===== config.mk =====
export PLATFORM = sky130hd
export DESIGN_NAME = apb_s
export DESIGN_NICKNAME = d
export VERILOG_FILES = /design/src/rtl/apb_s_pkg.sv /design/src/rtl/apb_s_mem.sv /design/src/rtl/apb_s.sv
export SDC_FILE = /design/constraint.sdc
export NUM_CORES = 1
export LEC_CHECK = 0
export ABC_CLOCK_PERIOD_IN_PS = 3500
export BUFFER_PORTS_ARGS = -buffer_cell sky130_fd_sc_hd__buf_2
export CORE_MARGIN = 5
export CORE_UTILIZATION = 45
export CTS_CLUSTER_DIAMETER = 120
export DETAILED_ROUTE_END_ITERATION = 6
export GPL_TIMING_DRIVEN = 0
export PLACE_DENSITY = 0.64
export SYNTH_ARGS = -nofsm -noshare
export SYNTH_HDL_FRONTEND = slang
export SYNTH_SLANG_ARGS = --single-unit

===== constraint.sdc =====
create_clock -name pclk -period 3.5 [get_ports pclk]
set_input_delay 1.05 -clock pclk [delete_from_list [all_inputs] [get_ports pclk]]
set_output_delay 1.05 -clock pclk [all_outputs]
set_load 0.01 [all_outputs]

===== src/rtl/apb_s_pkg.sv =====
// Shared defaults and FSM state encoding for the apb_s APB slave register file.
package apb_s_pkg;

  localparam int ADDR_W_DEF = 4;
  localparam int DATA_W_DEF = 8;

  typedef enum logic [1:0] {
    IDLE   = 2'd0,
    SETUP  = 2'd1,
    ACCESS = 2'd2
  } state_e;

endpackage


===== src/rtl/apb_s_mem.sv =====
// 2**ADDR_W x DATA_W register array: one synchronous write port and an
// asynchronous read port that follows i_addr.
module apb_s_mem #(
  parameter int ADDR_W = 4,
  parameter int DATA_W = 8
) (
  input  logic              clk,
  input  logic              rst_n,
  input  logic              i_we,
  input  logic [ADDR_W-1:0] i_addr,
  input  logic [DATA_W-1:0] i_wdata,
  output logic [DATA_W-1:0] o_rdata
);

  localparam int DEPTH = 2 ** ADDR_W;

  logic [DATA_W-1:0] r_mem [DEPTH];

  // NOTE: the array is built from flops with async clear because reset must
  // zero every word immediately; a RAM macro could not offer that.
  always_ff @(posedge clk or negedge rst_n) begin
    if (!rst_n) begin
      for (int i = 0; i < DEPTH; i++) begin
        r_mem[i] <= '0;
      end
    end else if (i_we) begin
      r_mem[i_addr] <= i_wdata;
    end
  end

  assign o_rdata = r_mem[i_addr];

endmodule


===== src/rtl/apb_s.sv =====
// APB slave: IDLE/SETUP/ACCESS Moore FSM in front of a small register file.
// Reads capture in SETUP->ACCESS; writes commit on the edge that leaves ACCESS.
module apb_s
  import apb_s_pkg::*;
#(
  parameter int ADDR_W = ADDR_W_DEF,
  parameter int DATA_W = DATA_W_DEF
) (
  input  logic              pclk,
  input  logic              presetn,
  input  logic [ADDR_W-1:0] paddr,
  input  logic              psel,
  input  logic              penable,
  input  logic [DATA_W-1:0] pwdata,
  input  logic              pwrite,
  output logic [DATA_W-1:0] prdata,
  output logic              pready
);

  state_e            r_state;
  logic              r_pready;
  logic [DATA_W-1:0] r_prdata;
  logic [DATA_W-1:0] w_rdata;
  logic              w_we;

  // A write commits whenever ACCESS ends with psel still high: penable=1
  // completes to IDLE, penable=0 chains straight into the next SETUP, and
  // the outgoing transfer must land in both cases.
  assign w_we = (r_state == ACCESS) && psel && pwrite;

  apb_s_mem #(
    .ADDR_W (ADDR_W),
    .DATA_W (DATA_W)
  ) u_mem (
    .clk     (pclk),
    .rst_n   (presetn),
    .i_we    (w_we),
    .i_addr  (paddr),
    .i_wdata (pwdata),
    .o_rdata (w_rdata)
  );

  // NOTE: non-blocking assignments keep every register sampling pre-edge
  // values, so state, pready and prdata update together without ordering races.
  always_ff @(posedge pclk or negedge presetn) begin
    if (!presetn) begin
      r_state  <= IDLE;
      r_pready <= 1'b0;
      r_prdata <= '0;
    end else begin
      unique case (r_state)
        IDLE: begin
          r_pready <= 1'b0;
          if (psel) r_state <= SETUP;
        end
        SETUP: begin
          if (!psel) begin
            r_state <= IDLE;
          end else if (penable) begin
            r_state  <= ACCESS;
            r_pready <= 1'b1;
            if (!pwrite) r_prdata <= w_rdata;
          end
        end
        ACCESS: begin
          r_pready <= 1'b0;
          r_state  <= (psel && !penable) ? SETUP : IDLE;
        end
        default: begin
          r_state  <= IDLE;
          r_pready <= 1'b0;
        end
      endcase
    end
  end

  assign pready = r_pready;
  assign prdata = r_prdata;

endmodule


# After elaboration in Yosys (flattened, before gate mapping)
# Cells that the tools add are included.
# op_classes
n_lt_le_gt_ge	2
n_bitwise	2
muxes	14
reduce_logical	9
eq_ne	6
# ops
cell	n
128-bit bitwise mux	1
8-bit binary-select mux with 4-bit select	1
8-bit demux with 4-bit select	1
8-bit 2-to-1 mux	3
2-bit 2-to-1 mux	3
2-bit != test (second input constant)	3
2-bit one-hot mux with 3 select lines	1
5-bit greater-or-equal comparator (second input constant)	1
5-bit by 1-bit less-than comparator with 1-bit output (second input constant)	1
4-bit inverter with 5-bit output	1
1-bit logical AND	4
1-bit 2-to-1 mux	4
2-bit AND reduction	2
4-bit AND reduction	1
3-bit != test (second input constant)	1
2-bit by 1-bit == test with 1-bit output (second input constant)	1
2-bit == test (second input constant)	1
2-bit zero test	1
1-bit zero test	1
1-bit inverter	1
# totals
in_bits	17
reg_bits	139
elab_cells	52

# Logic depth before layout (Yosys ltp)
# depth
depth_word	6
mapped_depth	7
mapped_depth_nobuf	5

# By module
# From an unflattened synthesis, not the netlist that was laid out.
# hier_totals
cells_unflattened	396
hier_area_um2	6453.7
# by_module_without_submodules
module	area_per_inst_um2	instances	cells_per_inst
apb_s_mem	5983.2	1	368
apb_s	470.5	1	28

# Worst setup path before layout
# Ideal clock, no wire load.
# synth_timing
path_kind	input-to-reg
startpoint	input paddr[2]
endpoint	register r_prdata[1] (netlist: prdata[1])
setup_time_ns	0.125
setup_slack_ns	0.984
n_path_buf	1
t_arrival_ns	2.391
path_stages	4
path_cell_list	buf_6 mux4_1 mux4_2 mux2_4
# synth_via
elab_chain_cells	4
# synth_rtl
element	line_no	source
start, declared	apb_s.sv:11	input logic [ADDR_W-1:0] paddr,
4-bit inverter with 5-bit output (implied by the code)	apb_s_mem.sv:31	assign o_rdata = r_mem[i_addr];
8-bit binary-select mux with 4-bit select	apb_s_mem.sv:31	
8-bit 2-to-1 mux (implied by the code) (2 in a row)	apb_s_mem.sv:31	
end signal, assigned	apb_s.sv:62	if (!pwrite) r_prdata <= w_rdata;
end, declared	apb_s.sv:22	logic [DATA_W-1:0] r_prdata;
# Every way passes these cells. The select of a mux whose other input is x is not followed.
# A chain may end at the register's enable or synchronous reset.

# Worst setup path in the final report
# layout_timing
startpoint	input paddr[3]
endpoint	register r_prdata[4] (netlist: prdata[4])
# The elaborated chain is that of the path after synthesis.

==> reports/results.txt <==
In this design, the stage delay of the slowest critical-path cell is 0.63 ns. The floorplan step set the die height to 128.5 um. For the least setup slack across all paths after layout, the log shows 0.7681 ns. For the worst slack after detailed placement, the log shows 0.3510 ns.

The tools report the number of global-route vias before repair as 3955. The count of buffers added on input and output ports is 22. A synthesized cell averages 16.02 um2. Of the cells placed in the final design, the portion with a size suffix greater than 1 is 31.11%. Detailed routing inserted a total of 3650 vias. TritonCTS built the clock tree.

At the worst endpoint, the required time is 3.78 ns. The number of antenna violations at the first check in global routing was 0; the maximum fanout encountered on the critical timing path was 10. For the number of placed instances with taps included, the log shows 598.

For this design the static power due to leakage is 3.589 nW. Overall die width: 128.5 um. The startpoint type of the worst setup path was an input port. The classification of the worst-slack hold path was reg2reg.

The die covers 16500 um2. The critical path contains buffers and inverters numbering 3 combined. At the end of routability-driven placement, the weighted congestion stood at 0.7688.

In this run the number of H-tree levels came out at 4. The run finished with clean final reports. The top cell family by delay on the critical path is buffers and inverters.

For this run, the number of Yosys warnings is 0. In the layout the commonest cells are 139 x dfrtp_1, 105 x mux2_1, 32 x mux4_2, 30 x buf_2, 23 x mux2_2. The tools report the master cell of the clock root buffer as clkbuf_16. The insertion delay of the later-clocked pin in the worst-skew pair came out at 0.43 ns. The maximum frequency from static timing analysis was 366.0 MHz; the slew at the pin closest to its max-slew limit was 0.8899 ns. The clock period minus worst slack was 2.732 ns; the number of maximum-capacitance constraint violations was 0. After clock tree synthesis, the flow added hold-fix buffers numbering 0. The detail route stage leaves a number of antenna-violating nets equal to 0. Clock tree synthesis inserted a total of 17 buffers. The peak supply drop came out at 0.3614 mV. For this run, the detailed router's first-pass iteration total came to 4. Register bit count reported by yosys: 139. The hold violation count in the final report was 0. The HPWL after detailed placement is 9419 um. For the maximum clock insertion buffer count, the log shows 2. The tools report the aggregate global routing overflow as 0. Once layout is complete, the cells apart from fillers number 630.

Clock skew on the completed layout was measured at 0.007353 ns. For this run, the post-layout net count is 454. The tools report the global router's overall resource usage as 19.74%.

Using the TritonRoute via totals, the vias-per-cell ratio works out to 5.794. After detailed routing, the total wire length is 14880 um. Dividing the detail-routed wire length by the instance count gives 23.62 um. The tools report the tightest slew margin relative to the limit as 40.52%. Type of the setup path with the least slack: in2reg. The run gives 0 as the count of final max-slew check failures. CTS saw 139 sinks.

Slowest cell on the critical path: buf_1. The run gives 0 as the total setup violations reported at the end of the flow. The detailed router finished its first iteration with 240 violations. The area growth from synthesis to layout is 14.72%. Setup repair after global routing left no endpoint under its margin. After synthesis, the netlist uses 35 different library cells. Clock-pin slew on the worst setup and hold paths: 0.06 ns. Data on the critical path arrives at its endpoint at 3.01 ns.

Entering global routing, the biggest net connects 99 pins. The signal on the critical path passes through buf_2 > buf_2 > buf_1 > mux4_2 > a22oi_1 > o211ai_1. After floorplanning, the core was divided into 43 placement rows. The residual DRC count was 0. The number of nets in the synthesized netlist is 411. The netlist area before placement was 6314 um2; the register area share after synthesis was 55.09%.

Synthesis handed over a netlist of 394 instances. The number of antenna diodes in the final layout is 0. The global-route wire length before repair is 23740 um, and the power density relative to cell area is 489.8 nW/um2.

The library cell used most frequently in the layout, excluding fill and tap cells, is dfrtp_1. Pin placement for this block handled 26 I/O pins. Final period utilization: 78.05%.

The standard cell core area came out at 13830 um2. Post-CTS repair changed the size of 0 cells. STA classifies the critical path endpoint as a register. The number of post-CTS setup repair buffers is 0, and the final core area utilization is 52.38%. Once the floorplan was initialized, standard cells occupied 45.66% of the core. The cell with the most instances on the worst path is buf_2.
registers in the layout, summed over array words and instances, names as in the netlist:
| register | cells |
|---|---|
| u_mem.r_mem | 128 |
| prdata | 8 |
| pready | 1 |
| r_state | 2 |
cells by family (layout without fill, tap and decap cells):
kind of cell | Yosys count | after routing | synth area share [%]
AOI/OAI and AO/OA | 16 | 16 | 1.823
muxes | 170 | 170 | 36.17
and+or+nand+nor | 44 | 44 | 5.034
DFF | 139 | 139 | 55.09
buffers and inverters | 25 | 81 | 1.882
cell type report:
class,instances,area [um2]
clock inverter,12,98.84
timing repair buffer,24,148.9
inverter,1,3.754
buffer,24,115.1
sequential,139,3478
fill,1123,6584
multi-input combinational,230,2716
tap,180,225.2
clock buffer,20,456.7
synth_stat cells (all sizes together):
cell | number | area [um2]
and4bb | 1 | 12.51
mux2i | 8 | 80.08
nor4 | 1 | 6.260
o21a | 2 | 15.01
nor3 | 3 | 48.80
nor2b | 1 | 6.260
and3b | 1 | 8.760
nand3b | 4 | 37.53
dfrtp | 139 | 3478
nor4b | 1 | 15.01
nand4 | 1 | 6.260
o211ai | 7 | 52.55
mux4 | 33 | 747.0
buf | 12 | 70.06
nand2b | 3 | 18.77
and4b | 1 | 10.01
nand2 | 10 | 37.54
mux2 | 129 | 1456
nor3b | 1 | 7.510
or3 | 1 | 6.260
a22oi | 5 | 37.54
nand4b | 1 | 8.760
clkbuf | 12 | 45.04
inv | 1 | 3.750
nand3 | 2 | 20.02
nor2 | 12 | 67.56
a21oi | 2 | 10.01
layer usage:
| metal | GRT usage [%] | wire length (um) |
|---|---|---|
| met4 | 7.803 | 289 |
| met3 | 4.276 | 723 |
| met2 | 30.59 | 7192 |
| met5 | 0 | 0 |
| met1 | 27.35 | 6675 |
stage by stage:
step	power [mW]	TNS [ns]	hold slack, ns	cell area (um2)
3_3_place_gp	1.890	-62.33	0.4623	6649
6_report	3.547	0	0.4819	7243
4_1_cts	3.576	0	0.4834	7243
2_1_floorplan	1.808	0	0.4488	6314
3_5_place_dp	1.905	0	0.4707	6688
5_1_grt	3.664	0	0.4930	7243
final timing paths:
| check | from | to | slack, ns | cells past startpoint |
|---|---|---|---|---|
| setup / recovery | paddr[3] | prdata[4] | 0.77 | 6 |
| hold / removal | u_mem.r_mem[103] | u_mem.r_mem[103] | 0.48 | 1 |
| setup reg to reg | r_state[0] | u_mem.r_mem[83] | 1.28 | 4 |
| hold reg to reg | u_mem.r_mem[103] | u_mem.r_mem[103] | 0.48 | 1 |
| max in group asynchronous | presetn | prdata[7] | 2.15 | 2 |
| min in group asynchronous | presetn | u_mem.r_mem[25] | 0.54 | 1 |
report_power, final:
group | internal (mW) | switching, mW
logic | 0.0809 | 0.120
registers | 1.65 | 0.0218
clock network | 1.01 | 0.669
total | 2.74 | 0.810
(Power assumes the default switching activity.)
